===== src/rtl/cmmdc_pkg.sv =====
// Shared definitions for the binary (Stein) GCD unit: FSM state encoding and
// the width helper for the common power-of-two exponent register.
package cmmdc_pkg;

  typedef enum logic [1:0] {
    IDLE   = 2'd0,
    REDUCE = 2'd1,
    LOOP   = 2'd2
  } state_t;

  // The exponent counts shared factors of two, at most WIDTH-1 of them.
  function automatic int k_width(input int width);
    return $clog2(width) + 1;
  endfunction

endpackage


===== src/rtl/cmmdc_bin_if.sv =====
// Request/result bundle of the binary GCD unit: start/x/y in, r/ack/busy/err/cyc out.
interface cmmdc_bin_if #(
  parameter int WIDTH = 8,
  parameter int CYC_W = 8
) ();

  logic             start;
  logic [WIDTH-1:0] x;
  logic [WIDTH-1:0] y;
  logic [WIDTH-1:0] r;
  logic             ack;
  logic             busy;
  logic             err;
  logic [CYC_W-1:0] cyc;

  modport master (output start, x, y, input r, ack, busy, err, cyc);
  modport slave  (input start, x, y, output r, ack, busy, err, cyc);

endinterface


===== src/rtl/cmmdc_bin.sv =====
// Binary (Stein) GCD: factor out common twos in REDUCE, then shift/subtract in
// LOOP with a kept odd; zero operands finish on the accept edge.
module cmmdc_bin
  import cmmdc_pkg::*;
#(
  parameter int WIDTH = 8,
  parameter int CYC_W = 8
) (
  input  logic       Clk,
  input  logic       Rst,
  cmmdc_bin_if.slave bus
);

  localparam int K_W = k_width(WIDTH);

  state_t           state_q, state_d;
  logic [WIDTH-1:0] a_q, a_d;
  logic [WIDTH-1:0] b_q, b_d;
  logic [K_W-1:0]   k_q, k_d;
  logic [CYC_W-1:0] count_q, count_d;
  logic [WIDTH-1:0] r_q, r_d;
  logic             ack_q, ack_d;
  logic             busy_q, busy_d;
  logic             err_q, err_d;
  logic [CYC_W-1:0] cyc_q, cyc_d;
  logic [CYC_W-1:0] count_inc;

  assign count_inc = (count_q == '1) ? count_q : count_q + 1'b1;

  always_comb begin
    // NOTE: every target gets a default first, so no path through the case leaves one unassigned (no latch).
    state_d = state_q;
    a_d     = a_q;
    b_d     = b_q;
    k_d     = k_q;
    count_d = count_q;
    r_d     = r_q;
    ack_d   = 1'b0;
    busy_d  = busy_q;
    err_d   = err_q;
    cyc_d   = cyc_q;

    case (state_q)
      IDLE: begin
        if (bus.start) begin
          if (bus.x == '0 || bus.y == '0) begin
            r_d   = bus.x | bus.y;
            err_d = (bus.x == '0) && (bus.y == '0);
            cyc_d = '0;
            ack_d = 1'b1;
          end else begin
            a_d     = bus.x;
            b_d     = bus.y;
            k_d     = '0;
            count_d = '0;
            busy_d  = 1'b1;
            state_d = REDUCE;
          end
        end
      end

      REDUCE: begin
        count_d = count_inc;
        if (!a_q[0] && !b_q[0]) begin
          a_d = a_q >> 1;
          b_d = b_q >> 1;
          k_d = k_q + 1'b1;
        end else if (!a_q[0]) begin
          a_d = a_q >> 1;
        end else begin
          state_d = LOOP;
        end
      end

      LOOP: begin
        count_d = count_inc;
        if (b_q == '0) begin
          r_d     = a_q << k_q;
          err_d   = 1'b0;
          cyc_d   = count_inc;
          ack_d   = 1'b1;
          busy_d  = 1'b0;
          state_d = IDLE;
        end else if (!b_q[0]) begin
          b_d = b_q >> 1;
        end else if (a_q > b_q) begin
          // a stays odd: the smaller odd value moves into a, the even difference into b.
          a_d = b_q;
          b_d = a_q - b_q;
        end else begin
          b_d = b_q - a_q;
        end
      end

      default: state_d = IDLE;
    endcase
  end

  always_ff @(posedge Clk) begin
    // NOTE: sequential state uses non-blocking assignments so all registers update from pre-edge values.
    if (Rst) begin
      state_q <= IDLE;
      a_q     <= '0;
      b_q     <= '0;
      k_q     <= '0;
      count_q <= '0;
      r_q     <= '0;
      ack_q   <= 1'b0;
      busy_q  <= 1'b0;
      err_q   <= 1'b0;
      cyc_q   <= '0;
    end else begin
      state_q <= state_d;
      a_q     <= a_d;
      b_q     <= b_d;
      k_q     <= k_d;
      count_q <= count_d;
      r_q     <= r_d;
      ack_q   <= ack_d;
      busy_q  <= busy_d;
      err_q   <= err_d;
      cyc_q   <= cyc_d;
    end
  end

  assign bus.r    = r_q;
  assign bus.ack  = ack_q;
  assign bus.busy = busy_q;
  assign bus.err  = err_q;
  assign bus.cyc  = cyc_q;

endmodule


===== src/flat_wrapper.sv =====
// flat-port wrapper written by rule: the top's interface ports become plain ports
module cmmdc_bin_flat import cmmdc_pkg::*;
#(
  parameter int WIDTH = 8,
  parameter int CYC_W = 8
)
  (Clk, Rst, bus_start, bus_x, bus_y, bus_r, bus_ack, bus_busy, bus_err, bus_cyc);
  cmmdc_bin_if #(.WIDTH(WIDTH), .CYC_W(CYC_W)) bus_i ();
  input  logic Clk;
  input  logic Rst;
  input wire logic [$bits(bus_i.start)-1:0] bus_start;
  input wire logic [$bits(bus_i.x)-1:0] bus_x;
  input wire logic [$bits(bus_i.y)-1:0] bus_y;
  output wire logic [$bits(bus_i.r)-1:0] bus_r;
  output wire logic [$bits(bus_i.ack)-1:0] bus_ack;
  output wire logic [$bits(bus_i.busy)-1:0] bus_busy;
  output wire logic [$bits(bus_i.err)-1:0] bus_err;
  output wire logic [$bits(bus_i.cyc)-1:0] bus_cyc;
  assign bus_i.start = bus_start;
  assign bus_i.x = bus_x;
  assign bus_i.y = bus_y;
  assign bus_r = bus_i.r;
  assign bus_ack = bus_i.ack;
  assign bus_busy = bus_i.busy;
  assign bus_err = bus_i.err;
  assign bus_cyc = bus_i.cyc;
  cmmdc_bin #(.WIDTH(WIDTH), .CYC_W(CYC_W)) u_core (.Clk(Clk), .Rst(Rst), .bus(bus_i));
endmodule

===== config.mk =====
export PLATFORM = sky130hd
export DESIGN_NAME = cmmdc_bin_flat
export DESIGN_NICKNAME = d
export VERILOG_FILES = /design/src/rtl/cmmdc_pkg.sv /design/src/rtl/cmmdc_bin_if.sv /design/src/rtl/cmmdc_bin.sv /design/src/flat_wrapper.sv
export SDC_FILE = /design/constraint.sdc
export NUM_CORES = 1
export LEC_CHECK = 0
export ABC_AREA = 1
export CAP_MARGIN = 20
export CORE_MARGIN = 2
export CORE_UTILIZATION = 41
export DETAILED_ROUTE_END_ITERATION = 10
export PLACE_DENSITY_LB_ADDON = 0.05
export SLEW_MARGIN = 20
export SYNTH_ARGS = -nofsm -noshare
export SYNTH_HDL_FRONTEND = slang
export SYNTH_SLANG_ARGS = --single-unit

===== constraint.sdc =====
create_clock -name Clk -period 2 [get_ports Clk]
set_input_delay 0.2 -clock Clk [delete_from_list [all_inputs] [get_ports Clk]]
set_output_delay 0.2 -clock Clk [all_outputs]
set_load 0.005 [all_outputs]

==> results of run 1 <==
## sequential cells by signal, summed over array words and instances (netlist names)
signal and flops:
u_core.a_q 8, u_core.b_q 8, u_core.bus.cyc 8, u_core.bus.r 8, u_core.count_q 8, u_core.k_q 4, u_core.state_q 2, u_core.bus.ack 1
u_core.bus.busy 1, u_core.bus.err 1
## per-stage QoR
stage          power [W]  std cells  cell area, um^2  hold WS [ns]
2_1_floorplan    0.00464        587             3700         0.360
3_3_place_gp     0.00663        785             4670         0.456
3_5_place_dp     0.00664        785             4670         0.455
4_1_cts          0.00733        793             4770         0.472
5_1_grt          0.00872        798             5030         0.499
6_report         0.00803        798             5030         0.469
## Yosys cell counts (all sizes together)
| cell type | count |
|---|---|
| nor3 | 3 |
| ha | 22 |
| nand4 | 8 |
| dfxtp | 49 |
| o22ai | 6 |
| fa | 2 |
| buf | 10 |
| xnor2 | 1 |
| inv | 63 |
| o211ai | 8 |
| clkbuf | 11 |
| nand3b | 1 |
| a211oi | 3 |
| o21ai | 48 |
| clkinv | 2 |
| a21oi | 58 |
| nand3 | 45 |
| o221ai | 1 |
| xor2 | 10 |
| nor3b | 2 |
| a31oi | 1 |
| or2 | 5 |
| nand2 | 158 |
| nor2 | 70 |
## final cells by class
type                    count  share of cell area
repair buffers            116               0.195
clock inverters             2             0.00273
well taps                 108              0.0269
flip-flops and latches     49               0.196
multi-input cells         452               0.512
inverters                  65              0.0525
clock buffers               6              0.0144
## where the power goes
group	switching [W]	total (W)	internal [W]
Clock	0.000370	0.000621	0.000251
Sequential	0.000212	0.00145	0.00124
Combinational	0.00345	0.00596	0.00251
Total	0.00403	0.00803	0.00400
## worst max-delay path: stages, from the launching register on
cell     delay (ns)
dfxtp_2        0.34
inv_2          0.07
ha_4           0.14
inv_4          0.03
fa_2           0.36
nand3_2        0.09
nand3_2        0.09
nand2_2        0.09
nand2_4        0.07
nand2_4        0.11
buf_4          0.11
nand2_1        0.05
nand2_1        0.06
nand2_1        0.05
nand2_1        0.06
nand2_1        0.04
nand2_1        0.06
a21oi_1        0.05
## per-layer routing
metal | track usage | wire length, um | vias up
met1 | 0.361 | 5870 | 1925
met2 | 0.387 | 5540 | 137
li1 | - | - | 2126
met3 | 0.0532 | 853 | 12
met5 | 0 | 0 | -
met4 | 0.0643 | 145 | 0
## kinds of logic after synthesis
family / share of synthesized area
AOI/OAI and AO/OA: 0.188
xor gates and xnor gates: 0.0261
adders and majority gates: 0.0853
buffers and inverters: 0.0924
DFF: 0.265
and+or+nand+nor: 0.342
## repair_timing
action                                  4_1_cts  5_1_grt
endpoints found under the setup margin       14       46
hold buffers                                  0        0
pin swaps                                     0       22
buffers inserted                              0        5
resized for setup                             6       50
## final timing paths
kind | startpoint | to | slack (ns) | cells after the start
hold reg to reg | u_core.bus.cyc[2]$_SDFFE_PP0P_ | u_core.bus.cyc[2]$_SDFFE_PP0P_ | 0.47 | 2
setup reg to reg | u_core.a_q[0]$_SDFFE_PP0P_ | u_core.b_q[6]$_SDFFE_PP0P_ | 0.01 | 17
hold / removal | u_core.bus.cyc[2]$_SDFFE_PP0P_ | u_core.bus.cyc[2]$_SDFFE_PP0P_ | 0.47 | 2
setup / recovery | u_core.a_q[0]$_SDFFE_PP0P_ | u_core.b_q[6]$_SDFFE_PP0P_ | 0.01 | 17
==> impl_results.md, run 1 <==
* Outcome: finished, final reports clean
* Post-route DRC violation count at 0
* Max-cap check violation count at 0
* YS warnings at 0
* ANT cells at 0
* DP Wirelength at 9840 um
* Yosys top cell area share at 0.265
* Yosys cell types at 38
* Crit. End Element: register
* WP data arrival at 2.18 ns
* Mapped Avg Cell Area at 6.29 um^2
* Max clock buf depth at 2
* Setup-failing EPs final at 0
* Remaining antenna violation count at 0
* First-pass GRT wire length at 19,800 um
* Final nets at 732
* Area leader, netlist: dfxtp_1
* TritonCTS clock tree: done
* Starting Density at 0.424
* Gpl congestion at 1.03
* Die width at approximately 100 um
* Unrepaired setup endpoints after global routing: yes
* Layout fillers at 888
* Number of global-route vias before repair at 3,969
* Rows at 34
* Die height at 98.9 um
* CTS root buf: clkbuf_8
* Max rail drop VDD at 1080 uV
* Crit start category: register
* Post-route minimum period at 1.99 ns
* DR pass1 iterations at 6
* Register area at 987 um^2
* Core area at 0.00872 mm^2
* Drt wl/cell at ~16 um
* Iter 0 DRT Violations at 324
* I/O pins at 38
* Fin crit share at 0.994
* Final worst setup slack at 0.0122 ns
* Setup TNS at 0 ns
* DP Worst Slack at -0.277 ns
* Max Slew Vio Count at 0
* Slew @ Worst Pin at 0.519 ns
* Setup Skew at 0.00779 ns
* Post-synthesis sequential area ratio at 0.265
* Synth Net Count at 630
* Commonest cells after routing, fill and taps aside: nand2_1 (146), buf_4 (76), nor2_1 (61), a21oi_1 (51), inv_1 (49)
* GRT Resource Usage Total at 0.252
* Critical Path Fanout Max at 4
* Critical path type: register to register
* CTS Sinks at approximately 50
* Worst Hold Class: register to register
* Final design utilization at 0.577
* Critical path required time at between 2 and 2.5 ns
* Lkg Pwr at 2.19 nW
* Post-Syn Instances at 587
* Area contributors post-synth: dfxtp_1 (27%), nand2_1 (15%), a21oi_1 (7.7%), ha_1 (7.5%), nor2_1 (6.4%)
* Clock slew seen by the registers of the worst setup and hold paths at approximately 0.10 ns
* Pwr/cell area at 1600 mW/mm^2
* Clock Latency Late Sink at 0.31 ns
* Die footprint at 0.00979 mm^2
* Fmax at 0.503 GHz
* Commonest non-fill, non-tap cell in the layout: nand2_1
* Largest net degree at the start of global routing at 26
* Multi-input logic area at 0.00258 mm^2
* Via count at 4,200
* Area Overhead vs Synth at 36.2%
* Initial antenna violation count at 0
* Syn Std Cell Area at 0.00369 mm^2
* Total overflow reported by the global router at 0
* I/O Buffers at 37
* Total CTS buffers at 5
* #FFs+latches synth at between 40 and 50
* H-tree levels at 2
* Fraction of layout cells with a size suffix above 1 at 0.229
* Drt via density at about 5.3
* Routed wire length at 12,400 um
* Rel. slew slack at 0.650
* Hold Violations, Final at 0
No activity file was read; power rests on OpenSTA's default activity.
==> run 2, diff against run 1 <==
Settings changed: SKIP_CTS_REPAIR_TIMING set to 1.
==> impl_results.md, run 2 (synthesis gave the netlist of run 1 again) <==
* Flop pwr share at 0.181
* DP Wirelength at 9840 um
* Die height at 98.9 um
* Critical path required time at roughly 2.2 ns
* H-tree levels at 2
* Max-cap check violation count at 0
* Critical path type: register to register
* Commonest non-fill, non-tap cell in the layout: nand2_1
* Die width at 98.9 um
* DP Worst Slack at -0.277 ns
* Clock Latency Late Sink at 0.31 ns
* CTS root buf: clkbuf_8
* Sw power at 0.00403 W
* Fin crit share at 0.999
* Unrepaired setup endpoints after global routing: yes
* Routed wire length at between 10,000 and 15,000 um
* Worst Hold Class: register to register
* GRT Resource Usage Total at 0.252
* Pwr/cell area at ~1600 mW/mm^2
* Lkg Pwr at 2.19 nW
* Combinational group share of total power at 0.742
* Drt via density at 5.28
* Post-route DRC violation count at 0
* Final nets at 732
* First-pass GRT wire length at ~20,000 um
* Max rail drop VDD at 1080 uV
* Fmax at 0.501 GHz
* Fraction of layout cells with a size suffix above 1 at 0.230
* Remaining antenna violation count at 0
* Int Pwr at 0.00401 W
* I/O pins at 38
* TritonCTS clock tree: done
* Initial antenna violation count at 0
* Area Overhead vs Synth at 36.5%
* Worst hold margin at 0.469 ns
* Final worst setup slack at approximately 0.0023 ns
* WP data arrival at 2.19 ns
* Setup Skew at approximately 0.0082 ns
* Post-route minimum period at 2.00 ns
* I/O Buffers at 37
* Rows at 34
* CTS Sinks at just under 50
* Gpl congestion at slightly above 1
* Drt wl/cell at 15.5 um
* Clock slew seen by the registers of the worst setup and hold paths at roughly 0.10 ns
* Crit start category: register
* Iter 0 DRT Violations at 299
* Largest net degree at the start of global routing at 26
* Core area at 0.00872 mm^2
* Worst R2R Setup Slack at 0.002 ns
* Clk network pwr share at 0.077
* Setup-failing EPs final at 0
* Total CTS buffers at 5
* Fin area at between 0.005 and 0.006 mm^2
* DR pass1 iterations at 5
* Max Slew Vio Count at 0
* Outcome: finished, final reports clean
* Placed Area at 0.00467 mm^2
* Sw Share at 0.501
* Total overflow reported by the global router at 0
* Fin cells at 798
* Rel. slew slack at 0.652
* Slew @ Worst Pin at 0.517 ns
* Via count at 4,212
* Commonest cells after routing, fill and taps aside: nand2_1 (146), buf_4 (76), nor2_1 (61), a21oi_1 (51), inv_1 (49)
* Crit. End Element: register
* Max clock buf depth at 2
* Cell total after placement at 785
* Hold Violations, Final at 0
* Critical Path Fanout Max at 4
* Starting Density at 0.424
* Number of global-route vias before repair at between 3,000 and 4,000
* ANT cells at 0
* Die footprint at 0.00979 mm^2
* Layout fillers at between 800 and 900
[run 2: through the flow]
step | utilization | total power, W | TNS [ns]
3_3_place_gp | 0.536 | 0.00663 | -4.90
4_1_cts | 0.546 | 0.00729 | -0.420
5_1_grt | 0.578 | 0.00875 | -0.910
6_report | 0.578 | 0.00804 | 0
3_5_place_dp | 0.536 | 0.00664 | -6.79
2_1_floorplan | - | 0.00464 | 0
[run 2: path summary, 6_finish.rpt]
kind	from	to	cells past startpoint
max reg2reg	u_core.a_q[0]$_SDFFE_PP0P_	u_core.b_q[6]$_SDFFE_PP0P_	17
min	u_core.bus.cyc[2]$_SDFFE_PP0P_	u_core.bus.cyc[2]$_SDFFE_PP0P_	2
max	u_core.a_q[0]$_SDFFE_PP0P_	u_core.b_q[6]$_SDFFE_PP0P_	17
min reg2reg	u_core.bus.cyc[2]$_SDFFE_PP0P_	u_core.bus.cyc[2]$_SDFFE_PP0P_	2
[run 2: layout make-up]
class                   count  area, um^2  area share
multi-input cells         452        2590       0.513
flip-flops and latches     49         987       0.196
repair buffers            116         983       0.195
inverters                  65         264      0.0523
well taps                 108         135      0.0268
clock buffers               6        72.6      0.0144
clock inverters             2        13.8     0.00273
[run 2: power groups by stage]
stage | Clock, W | Sequential [W] | Combinational (W)
floorplan | 0 | 0.00145 | 0.00319
global placement | 0 | 0.00144 | 0.00519
global route | 0.000682 | 0.00149 | 0.00658
detailed placement | 0 | 0.00145 | 0.00519
finish | 0.000623 | 0.00146 | 0.00597
CTS | 0.000644 | 0.00143 | 0.00522
[run 2: metal layers]
| layer | routed length, um | global-route usage | up-vias |
|---|---|---|---|
| met5 | 0 | 0 | - |
| met4 | 178 | 0.0643 | 0 |
| met3 | 821 | 0.0532 | 18 |
| met2 | 5440 | 0.386 | 131 |
| met1 | 5960 | 0.361 | 1939 |
| li1 | - | - | 2124 |
[run 2: critical path, stage by stage (launching register included)]
cell	delay, ns
dfxtp_2	0.34
inv_2	0.07
ha_4	0.14
inv_4	0.04
fa_2	0.36
nand3_2	0.08
nand3_2	0.09
nand2_2	0.09
nand2_4	0.07
nand2_4	0.11
buf_4	0.11
nand2_1	0.05
nand2_1	0.07
nand2_1	0.05
nand2_1	0.06
nand2_1	0.04
nand2_1	0.07
a21oi_2	0.05
==> run 3, diff against run 2 <==
Settings changed: CORE_UTILIZATION 41 to 40.
==> impl_results.md, run 3 (synthesis gave the netlist of run 1 again) <==
* Outcome: complete, but fails checks
* Failing checks: negative setup slack
* First-pass GRT wire length at 19,600 um
* Unrepaired setup endpoints after global routing: yes
* Max rail drop VDD at about 1000 uV
* Iter 0 DRT Violations at 276
* Largest net degree at the start of global routing at 26
* Int Pwr at around 0.0043 W
* ANT cells at 0
* Rows at 35
* Drt via density at ~5.2
* Setup Skew at 0.0226 ns
* Die width at between 100 and 150 um
* Pwr/cell area at 1620 mW/mm^2
* Fraction of layout cells with a size suffix above 1 at 0.261
* Critical path required time at roughly 2.2 ns
* H-tree levels at 2
* GRT Resource Usage Total at 0.250
* Gpl congestion at 0.944
* Clock Latency Late Sink at 0.33 ns
* Max Slew Vio Count at 0
* Final nets at between 700 and 800
* Lkg Pwr at around 2.3 nW
* Die footprint at 0.0100 mm^2
* Max-cap check violation count at 0
* TritonCTS clock tree: done
* Commonest cells after routing, fill and taps aside: nand2_1 (143), buf_4 (90), nor2_1 (61), a21oi_1 (51), inv_1 (49)
* Drt wl/cell at 15.6 um
* Layout fillers at between 900 and 1,000
* Crit. End Element: register
* Fmax at 0.484 GHz
* Fin crit share at 1.03
* CTS Sinks at 49
* Max clock buf depth at 2
* Area Overhead vs Synth at 41.7%
* Crit start category: register
* DR pass1 iterations at 7
* Routed wire length at 12,800 um
* Number of global-route vias before repair at 4,000
* Clock slew seen by the registers of the worst setup and hold paths at approximately 0.12 ns
* Setup-failing EPs final at 14
* Critical path type: register to register
* Clk network pwr share at 0.079
* Commonest non-fill, non-tap cell in the layout: nand2_1
* Sw Share at 0.494
* Final design utilization at 0.575
* Worst Hold Class: register to register
* Post-route DRC violation count at 0
* Final worst setup slack at -0.0641 ns
* WP data arrival at about 2.3 ns
* Via count at 4,289
* Hold Violations, Final at 0
* DP Wirelength at 9870 um
* Flop pwr share at 0.171
* I/O Buffers at 37
* Starting Density at 0.406
* Post-route minimum period at 2.06 ns
* Critical Path Fanout Max at 4
* DP Worst Slack at -0.181 ns
* Core area at 0.00911 mm^2
* Slew @ Worst Pin at 0.529 ns
* CTS root buf: clkbuf_8
* I/O pins at 38
* Remaining antenna violation count at 0
* Total CTS buffers at 5
* Rel. slew slack at 0.647
* Total overflow reported by the global router at 0
* Sw power at 0.00419 W
* Initial antenna violation count at 0
* Combinational group share of total power at 0.750
* Die height at 100 um
==> run 3: power groups by stage <==
stage	combinational (W)	sequential [W]	clock (W)
after floorplan	0.00319	0.00145	0
after global routing	0.00700	0.00148	0.000724
after CTS	0.00538	0.00142	0.000698
after detailed placement	0.00535	0.00144	0
final	0.00636	0.00145	0.000673
after global placement	0.00536	0.00143	0
==> run 3: final timing paths <==
kind / from / endpoint / slack, ns / cells past startpoint
setup / recovery: u_core.a_q[0]$_SDFFE_PP0P_ / u_core.b_q[6]$_SDFFE_PP0P_ / -0.06 / 15
hold / removal: u_core.bus.cyc[6]$_SDFFE_PP0P_ / u_core.bus.cyc[6]$_SDFFE_PP0P_ / 0.47 / 2
setup reg to reg: u_core.a_q[0]$_SDFFE_PP0P_ / u_core.b_q[6]$_SDFFE_PP0P_ / -0.06 / 15
hold reg to reg: u_core.bus.cyc[6]$_SDFFE_PP0P_ / u_core.bus.cyc[6]$_SDFFE_PP0P_ / 0.47 / 2
==> run 3: layout make-up <==
| cell class | count | area (um^2) | area share |
|---|---|---|---|
| Clock buffer | 5 | 68.8 | 0.0131 |
| Clock inverter | 3 | 28.8 | 0.00550 |
| Inverter | 65 | 272 | 0.0519 |
| Multi-Input combinational cell | 453 | 2590 | 0.495 |
| Sequential cell | 49 | 987 | 0.189 |
| Tap cell | 111 | 139 | 0.0265 |
| Timing Repair Buffer | 133 | 1140 | 0.218 |
| Timing Repair inverter | 1 | 8.76 | 0.00167 |
==> run 3: layer usage <==
metal,GRT usage,vias up,part of all wire
met5,0,-,0
met4,0.0643,0,0.017
met3,0.0418,19,0.055
met2,0.401,128,0.45
met1,0.351,1988,0.48
li1,-,2154,-
==> run 3: worst max-delay path, cell delays in order (launching register included) <==
cell and delay (ns):
dfxtp_2 0.36, inv_2 0.05, buf_4 0.12, buf_4 0.15, ha_1 0.29, nor2_2 0.15
nand3_2 0.19, nand2_8 0.14, buf_6 0.10, nand2_2 0.04, nand2_1 0.06, nand2_1 0.05
nand2_1 0.06, nand2_1 0.06, nand2_2 0.07, a21oi_2 0.05
==> run 3: per-stage QoR <==
step / TNS, ns / instance area (um^2) / hold slack, ns / std cells / total power, W
after floorplan: 0 / 3700 / 0.360 / 587 / 0.00464
after global placement: -8.39 / 4790 / 0.453 / 801 / 0.00680
after detailed placement: -5.53 / 4790 / 0.457 / 801 / 0.00679
after CTS: -3.42 / 4890 / 0.474 / 809 / 0.00749
after global routing: -2.35 / 5240 / 0.489 / 820 / 0.00920
final: -0.472 / 5240 / 0.470 / 820 / 0.00848
